[src/rtl/display7_scan.sv]
// Time-multiplexed 7-segment driver: NUM_DIGITS common-anode digits share one segment bus.
// Inputs are snapshotted on load. Leading-zero blanking, per-digit blink and dp, and a blank state when disabled.
module display7_scan #(
  parameter int NUM_DIGITS    = 4,
  parameter int SCAN_DIV      = 50000,
  parameter int BLINK_DIV     = 250,
  parameter int AN_ACTIVE_LOW = 1
) (
  input  logic                    clk,
  input  logic                    reset,
  input  logic [4*NUM_DIGITS-1:0] digits,
  input  logic                    load,
  input  logic [NUM_DIGITS-1:0]   dp_mask,
  input  logic [NUM_DIGITS-1:0]   blink_mask,
  input  logic                    blank_lz,
  input  logic                    displayativo,
  output logic [6:0]              seg,
  output logic                    dp,
  output logic [NUM_DIGITS-1:0]   an
);
  localparam int IW = $clog2(NUM_DIGITS);
  localparam int PW = (SCAN_DIV > 1) ? $clog2(SCAN_DIV) : 1;
  localparam int BW = (BLINK_DIV > 1) ? $clog2(BLINK_DIV) : 1;
  localparam logic [PW-1:0] PMAX = PW'(SCAN_DIV - 1);
  localparam logic [BW-1:0] BMAX = BW'(BLINK_DIV - 1);
  localparam logic [IW-1:0] IMAX = IW'(NUM_DIGITS - 1);
  localparam logic [NUM_DIGITS-1:0] AN_OFF = {NUM_DIGITS{AN_ACTIVE_LOW != 0}};

  logic [PW-1:0]             presc;
  logic [IW-1:0]             idx;
  logic [BW-1:0]             bcnt;
  logic                      phase_on;
  logic [4*NUM_DIGITS-1:0]   snap_digits;
  logic [NUM_DIGITS-1:0]     snap_dp;
  logic [NUM_DIGITS-1:0]     snap_blink;

  logic                      tick;
  logic [NUM_DIGITS:0]       zero_from;
  logic [NUM_DIGITS-1:0]     sel_oh;
  logic [3:0]                code;
  logic                      cur_dp;
  logic                      blank;

  function automatic logic [6:0] decode(input logic [3:0] c);
    case (c)
      4'd0:    decode = 7'b1000000;
      4'd1:    decode = 7'b1111001;
      4'd2:    decode = 7'b0100100;
      4'd3:    decode = 7'b0110000;
      4'd4:    decode = 7'b0011001;
      4'd5:    decode = 7'b0010010;
      4'd6:    decode = 7'b0000010;
      4'd7:    decode = 7'b1111000;
      4'd8:    decode = 7'b0000000;
      4'd9:    decode = 7'b0010000;
      default: decode = 7'b1111111;
    endcase
  endfunction

  assign tick = (presc == PMAX);

  // zero_from[i] is set when snapshot digits i..NUM_DIGITS-1 are all zero.
  always_comb begin
    zero_from             = '0;
    zero_from[NUM_DIGITS] = 1'b1;
    for (int i = NUM_DIGITS - 1; i >= 0; i--)
      zero_from[i] = zero_from[i+1] & (snap_digits[4*i +: 4] == 4'd0);
  end

  always_comb begin
    sel_oh = '0;
    code   = '0;
    cur_dp = 1'b0;
    blank  = 1'b0;
    for (int i = 0; i < NUM_DIGITS; i++) begin
      if (idx == IW'(i)) begin
        sel_oh[i] = 1'b1;
        code      = snap_digits[4*i +: 4];
        cur_dp    = snap_dp[i];
        blank     = (blank_lz && (i != 0) && zero_from[i]) ||
                    (snap_blink[i] && !phase_on);
      end
    end
  end

  always_ff @(posedge clk) begin
    if (reset) begin
      presc       <= '0;
      idx         <= '0;
      bcnt        <= '0;
      phase_on    <= 1'b1;
      snap_digits <= '0;
      snap_dp     <= '0;
      snap_blink  <= '0;
      seg         <= 7'b1111111;
      dp          <= 1'b1;
      an          <= AN_OFF;
    end else begin
      presc <= tick ? '0 : presc + 1'b1;
      if (tick) begin
        idx <= (idx == IMAX) ? '0 : idx + 1'b1;
        if (bcnt == BMAX) begin
          bcnt     <= '0;
          phase_on <= ~phase_on;
        end else begin
          bcnt <= bcnt + 1'b1;
        end
      end
      if (load) begin
        snap_digits <= digits;
        snap_dp     <= dp_mask;
        snap_blink  <= blink_mask;
      end
      // Outputs use pre-edge state so an and seg always move together.
      if (!displayativo) begin
        seg <= 7'b1111111;
        dp  <= 1'b1;
        an  <= AN_OFF;
      end else begin
        seg <= blank ? 7'b1111111 : decode(code);
        dp  <= blank ? 1'b1 : ~cur_dp;
        an  <= sel_oh ^ AN_OFF;
      end
    end
  end
endmodule

[config.mk]
export PLATFORM = sky130hd
export DESIGN_NAME = display7_scan
export DESIGN_NICKNAME = d
export VERILOG_FILES = /design/src/rtl/display7_scan.sv
export SDC_FILE = /design/constraint.sdc
export NUM_CORES = 1
export LEC_CHECK = 0
export CAP_MARGIN = 20
export CORE_MARGIN = 4
export CORE_UTILIZATION = 58
export DETAILED_ROUTE_END_ITERATION = 10
export PLACE_DENSITY = 0.93
export REMOVE_ABC_BUFFERS = 1
export SYNTH_ARGS = -nofsm -noshare
export SYNTH_HDL_FRONTEND = slang
export SYNTH_SLANG_ARGS = --single-unit
[constraint.sdc]
create_clock -name clk -period 3.8 [get_ports clk]
set_input_delay 0.76 -clock clk [delete_from_list [all_inputs] [get_ports clk]]
set_output_delay 0.76 -clock clk [all_outputs]
set_load 0.1 [all_outputs]
==> flow_metrics.env, run 1 <==
export IMPL_yosysTopAreaCell="dfxtp_1"
export IMPL_core_area_um2=4786
export IMPL_antenna_found_initial=0
export IMPL_fp_dieArea_um2=6198
export IMPL_postRouteAntennaNets=0
export IMPL_dp_hpwl_um=4234
export IMPL_hp_class="flop to flop"
export IMPL_clock_sink_count=63
export IMPL_fin_crit_ps=2634
export IMPL_setup_slack_ps=1166
export IMPL_max_slew_margin_pct=35.19
export IMPL_final_area_um2=3555
export IMPL_synth_area_leaders="dfxtp_1 (43%), mux2i_1 (9.3%), nor2_1 (6.9%), ha_1 (5.2%), a21oi_1 (2.8%)"
export IMPL_max_cap_viol_count=0
export IMPL_post_place_ws_ps=1213
export IMPL_clk_latency_ps=340
export IMPL_path_max_fanout=19
export IMPL_fillers=342
export IMPL_wirelength_um=6182
export IMPL_cts_hold_buffers=0
export IMPL_cts_tree="done"
export IMPL_grt_pass1_wl_um=10160
export IMPL_vdd_drop_max_v=0.0002418
export IMPL_yosysTopAreaCellShare_pct=43.47
export IMPL_rsz0062_at_grt="no"
export IMPL_synth_edff_count=0
export IMPL_die_x_um=78.73
export IMPL_final_seq_area_um2=1261
export IMPL_async_flop_share_pct=0
export IMPL_synth_distinct_cells=44
export IMPL_worstPathRequired_ps=4010
export IMPL_synth_avg_cell_area_um2=9.011
export IMPL_post_cts_buffers=0
export IMPL_final_core_util_pct=74.27
export IMPL_grt_pass1_vias=2232
export IMPL_root_buffer="clkbuf_8"
export IMPL_area_growth_pct=22.51
export IMPL_yosysMostFrequentCell="dfxtp_1"
export IMPL_die_h_um=78.73
export IMPL_numCtsBuffers=9
export IMPL_yosysWarnings=0
export IMPL_start_util_pct=60.63
export IMPL_worstMarginPinSlew_ps=969.1
export IMPL_synth_common_cells="dfxtp_1 (63), nor2_1 (53), mux2i_1 (27)"
export IMPL_place_congestion=0.9055
export IMPL_drive_above_1_share_pct=5.510
export IMPL_critPathArrivalTime_ps=2850
export IMPL_first_pass_iters=5
export IMPL_vias=2424
export IMPL_overflow=0
export IMPL_finalSetupTns_ps=0
export IMPL_multi_input_area_um2=1509
export IMPL_synth_area_um2=2902
export IMPL_skew_ps=9.139
export IMPL_p_per_area_nw_per_um2=442.9
export IMPL_placed_area_um2=3311
export IMPL_fp_row_count=25
export IMPL_port_buffers=40
export IMPL_drt_iter0_markers=162
export IMPL_worst_setup_path_type="flop to flop"
export IMPL_cts_htree_levels=3
export IMPL_status="finished clean"
export IMPL_fin_nets=399
export IMPL_vias_per_cell=5.637
export IMPL_drc=0
export IMPL_grt_start_max_net_pins=37
export IMPL_track_usage_pct=20.98
export IMPL_wl_per_cell_um=14.38
export IMPL_clock_path_buffers=2
export IMPL_finalHoldViolCount=0
export IMPL_clk_pin_slew_worst_paths_ps=70
export IMPL_yosysSeqAreaShare_pct=43.47
export IMPL_synth_main_ff_cell="dfxtp_1"
export IMPL_fmax_ghz=0.3796
export IMPL_finalCritPeriodShare_pct=69.33
export IMPL_yosys_register_bits=63
export IMPL_setup_viol=0
export IMPL_power_leakage_nw=1.420
export IMPL_pin_count=41
export IMPL_cp_end_kind="flop"
export IMPL_ctsResizeCount=0
export IMPL_n_antenna_cell=0
export IMPL_slew_viol_final=0
export IMPL_synthCells=322
export IMPL_start_kind="flop"
export IMPL_whs_ps=466.7
[worst paths after layout]
kind / from / to / slack (ps) / cells past startpoint
min: presc[0] / presc[0] / 470 / 1
max reg2reg: idx[0] / seg[0] / 1170 / 8
min reg2reg: presc[0] / presc[0] / 470 / 1
max: idx[0] / seg[0] / 1170 / 8
[where the power goes]
group | total [mW] | internal [mW] | leakage [nW] | switching, mW
clock network | 0.703 | 0.455 | 0.118 | 0.248
registers | 0.700 | 0.684 | 0.515 | 0.0152
logic | 0.172 | 0.0706 | 0.787 | 0.101
total | 1.57 | 1.21 | 1.42 | 0.365
[logic make-up (layout without fill, tap and decap cells)]
| kind of cell | after synthesis | after routing | share of synthesized area [%] |
|---|---|---|---|
| simple gates | 129 | 129 | 23.03 |
| flops | 63 | 63 | 43.47 |
| compound gates | 47 | 47 | 9.961 |
| buf+inv | 29 | 70 | 4.528 |
| mux | 27 | 27 | 9.314 |
| xor+xnor | 15 | 15 | 4.528 |
| fa+ha+maj | 12 | 12 | 5.175 |
[layout make-up]
type                    instances  area share [%]
inverters                      11           1.162
clock buffers                  13           4.189
repair buffers                 43           11.83
flip-flops and latches         63           35.48
multi-input cells             230           42.45
well taps                      67           2.358
clock inverters                 3           2.534
[metal layers]
layer | vias up | part of all wire (%) | wire (um) | global-route usage, %
li1 | 1189 | - | - | -
met1 | 1157 | 42 | 2584 | 23.78
met2 | 64 | 50 | 3116 | 35.99
met3 | 14 | 5.6 | 345 | 7.370
met4 | 0 | 2.2 | 136 | 8.217
met5 | - | 0 | 0 | 0
[sequential cells by signal, indices dropped and copies added, names as in the netlist]
signal and flops:
presc 16, snap_digits 16, bcnt 8, seg 7
an 4, snap_blink 4, snap_dp 4, idx 2
dp 1, phase_on 1
[critical path, cell delays in order, from the launching register on]
cell	delay, ps
dfxtp_1	410
ha_1	580
a211oi_1	130
a221oi_2	510
inv_1	190
ha_1	250
a21o_1	170
a21oi_1	150
o21ai_0	100
[placed cells by master (no fill, tap or decap), drive strengths merged, types with 6 or more instances in the layout]
cell type and count:
ha 12, nor2 53, xor2 8, mux2i 27, clkdlybuf4s50 40, nand4 6
xnor2 7, o21ai 15, nand3b 6, clkbuf 13, nand3 11, dfxtp 63
nor2b 6, nand2 15, a21oi 16, inv 11
[through the flow]
stage               total power, mW  cells
floorplan                    0.8121    304
global placement             0.8781    413
detailed placement           0.8824    413
CTS                           1.581    429
global route                  1.630    430
finish                        1.575    430
No activity file was read; power rests on OpenSTA's default activity.
==> run 2: changes to the inputs <==
--- a/config.mk
+++ b/config.mk
@@ -7,9 +7,9 @@
 export LEC_CHECK = 0
 export CAP_MARGIN = 20
 export CORE_MARGIN = 4
-export CORE_UTILIZATION = 58
+export CORE_UTILIZATION = 49
 export DETAILED_ROUTE_END_ITERATION = 10
-export PLACE_DENSITY = 0.93
+export PLACE_DENSITY = 0.85
 export REMOVE_ABC_BUFFERS = 1
 export SYNTH_ARGS = -nofsm -noshare
 export SYNTH_HDL_FRONTEND = slang
==> constraint.sdc (replaced) <==
create_clock -name clk -period 2.2 [get_ports clk]
set_input_delay 0.44 -clock clk [delete_from_list [all_inputs] [get_ports clk]]
set_output_delay 0.44 -clock clk [all_outputs]
set_load 0.1 [all_outputs]
==> flow_metrics.env, run 2 (synthesis gave the netlist of run 1 again) <==
export IMPL_status="finished clean"
export IMPL_core_area_um2=5608
export IMPL_dpl_cell_count=427
export IMPL_top_layer="met4"
export IMPL_placed_area_um2=3379
export IMPL_drive_above_1_share_pct=12.90
export IMPL_fillers=462
export IMPL_fmax_ghz=0.5007
export IMPL_first_pass_iters=4
export IMPL_grt_pass1_wl_um=10490
export IMPL_final_cell_mix="dfxtp_1 (63), nor2_1 (53), clkdlybuf4s50_1 (28), mux2i_1 (27), buf_4 (22)"
export IMPL_numCtsBuffers=9
export IMPL_worst_setup_path_type="flop to flop"
export IMPL_fp_row_count=27
export IMPL_die_x_um=84.95
export IMPL_n_antenna_cell=0
export IMPL_vias_per_cell=5.493
export IMPL_place_congestion=0.8171
export IMPL_hp_class="flop to flop"
export IMPL_final_cells=444
export IMPL_finalSetupTns_ps=0
export IMPL_final_core_util_pct=64.55
export IMPL_track_usage_pct=18.19
export IMPL_cts_htree_levels=3
export IMPL_root_buffer="clkbuf_8"
export IMPL_finalCritPeriodShare_pct=90.78
export IMPL_vdd_drop_max_v=0.0005029
export IMPL_grt_pass1_vias=2335
export IMPL_fp_dieArea_um2=7217
export IMPL_cts_tree="done"
export IMPL_finalHoldViolCount=0
export IMPL_total_power_mw=2.623
export IMPL_drt_iter0_markers=101
export IMPL_met1_length_um=2627
export IMPL_final_area_um2=3620
export IMPL_p_per_area_nw_per_um2=724.6
export IMPL_reg_top3="presc x16, snap_digits x16, bcnt x8"
export IMPL_start_util_pct=51.74
export IMPL_fin_crit_ps=1997
export IMPL_wl_met3_um=342
export IMPL_slew_viol_final=0
export IMPL_overflow=0
export IMPL_final_common_cell="dfxtp_1"
export IMPL_drc=0
export IMPL_start_kind="flop"
export IMPL_setup_viol=0
export IMPL_area_growth_pct=24.75
export IMPL_setup_slack_ps=202.8
export IMPL_skew_ps=7.054
export IMPL_port_buffers=40
export IMPL_grt_start_max_net_pins=37
export IMPL_clock_path_buffers=2
export IMPL_whs_ps=466.0
export IMPL_die_h_um=84.95
export IMPL_dr_wl_met2_um=3073
export IMPL_rsz0062_at_grt="no"
export IMPL_clk_pin_slew_worst_paths_ps=70
export IMPL_max_cap_viol_count=0
export IMPL_worstMarginPinSlew_ps=584.8
export IMPL_wirelength_um=6196
export IMPL_cp_end_kind="flop"
export IMPL_cts_hold_buffers=0
export IMPL_path_max_fanout=12
export IMPL_vias=2439
export IMPL_postRouteAntennaNets=0
export IMPL_power_leakage_nw=1.463
export IMPL_max_slew_margin_pct=60.75
export IMPL_post_place_ws_ps=113.8
export IMPL_critPathArrivalTime_ps=2250
export IMPL_worstPathRequired_ps=2460
export IMPL_wl_per_cell_um=13.95
export IMPL_fin_nets=408
export IMPL_dp_hpwl_um=4521
export IMPL_antenna_found_initial=0
export IMPL_pin_count=41
export IMPL_clk_latency_ps=340
export IMPL_clock_sink_count=63
run 2: timing repair:
item                       CTS  global route
setup endpoints to repair    0             8
gates resized for setup      0             5
buffers inserted             0             1
run 2: path summary, 6_finish.rpt:
path | startpoint | end | slack, ps | cells after the start
setup reg to reg | idx[1] | seg[3] | 200 | 9
hold reg to reg | presc[0] | presc[0] | 470 | 1
hold / removal | presc[0] | presc[0] | 470 | 1
setup / recovery | idx[1] | seg[3] | 200 | 9
run 2: layer usage:
layer  global-route usage (%)  vias up
met4                    8.058        0
met5                        0        -
li1                         -     1204
met1                    21.37     1152
met3                    6.214       17
met2                    29.94       66
run 2: area by class of cell:
| type | instances | area [um2] | area share, % |
|---|---|---|---|
| Clock buffer | 11 | 141.4 | 3.906 |
| Clock inverter | 5 | 81.33 | 2.247 |
| Inverter | 11 | 41.29 | 1.141 |
| Multi-Input combinational cell | 230 | 1519 | 41.96 |
| Sequential cell | 63 | 1261 | 34.84 |
| Tap cell | 72 | 90.09 | 2.489 |
| Timing Repair Buffer | 52 | 485.5 | 13.41 |
run 2: power by group:
group / switching [mW] / internal [mW]
Sequential: 0.0266 / 1.18
Combinational: 0.174 / 0.129
Clock: 0.443 / 0.669
Total: 0.644 / 1.98
run 2: critical path, stage by stage (launching register included):
cell and delay [ps]:
dfxtp_1 380, inv_1 80, ha_2 250, nand3b_1 190, a221oi_2 250, inv_1 130
ha_1 330, nor2_1 110, nor2_1 50, o21ai_0 150
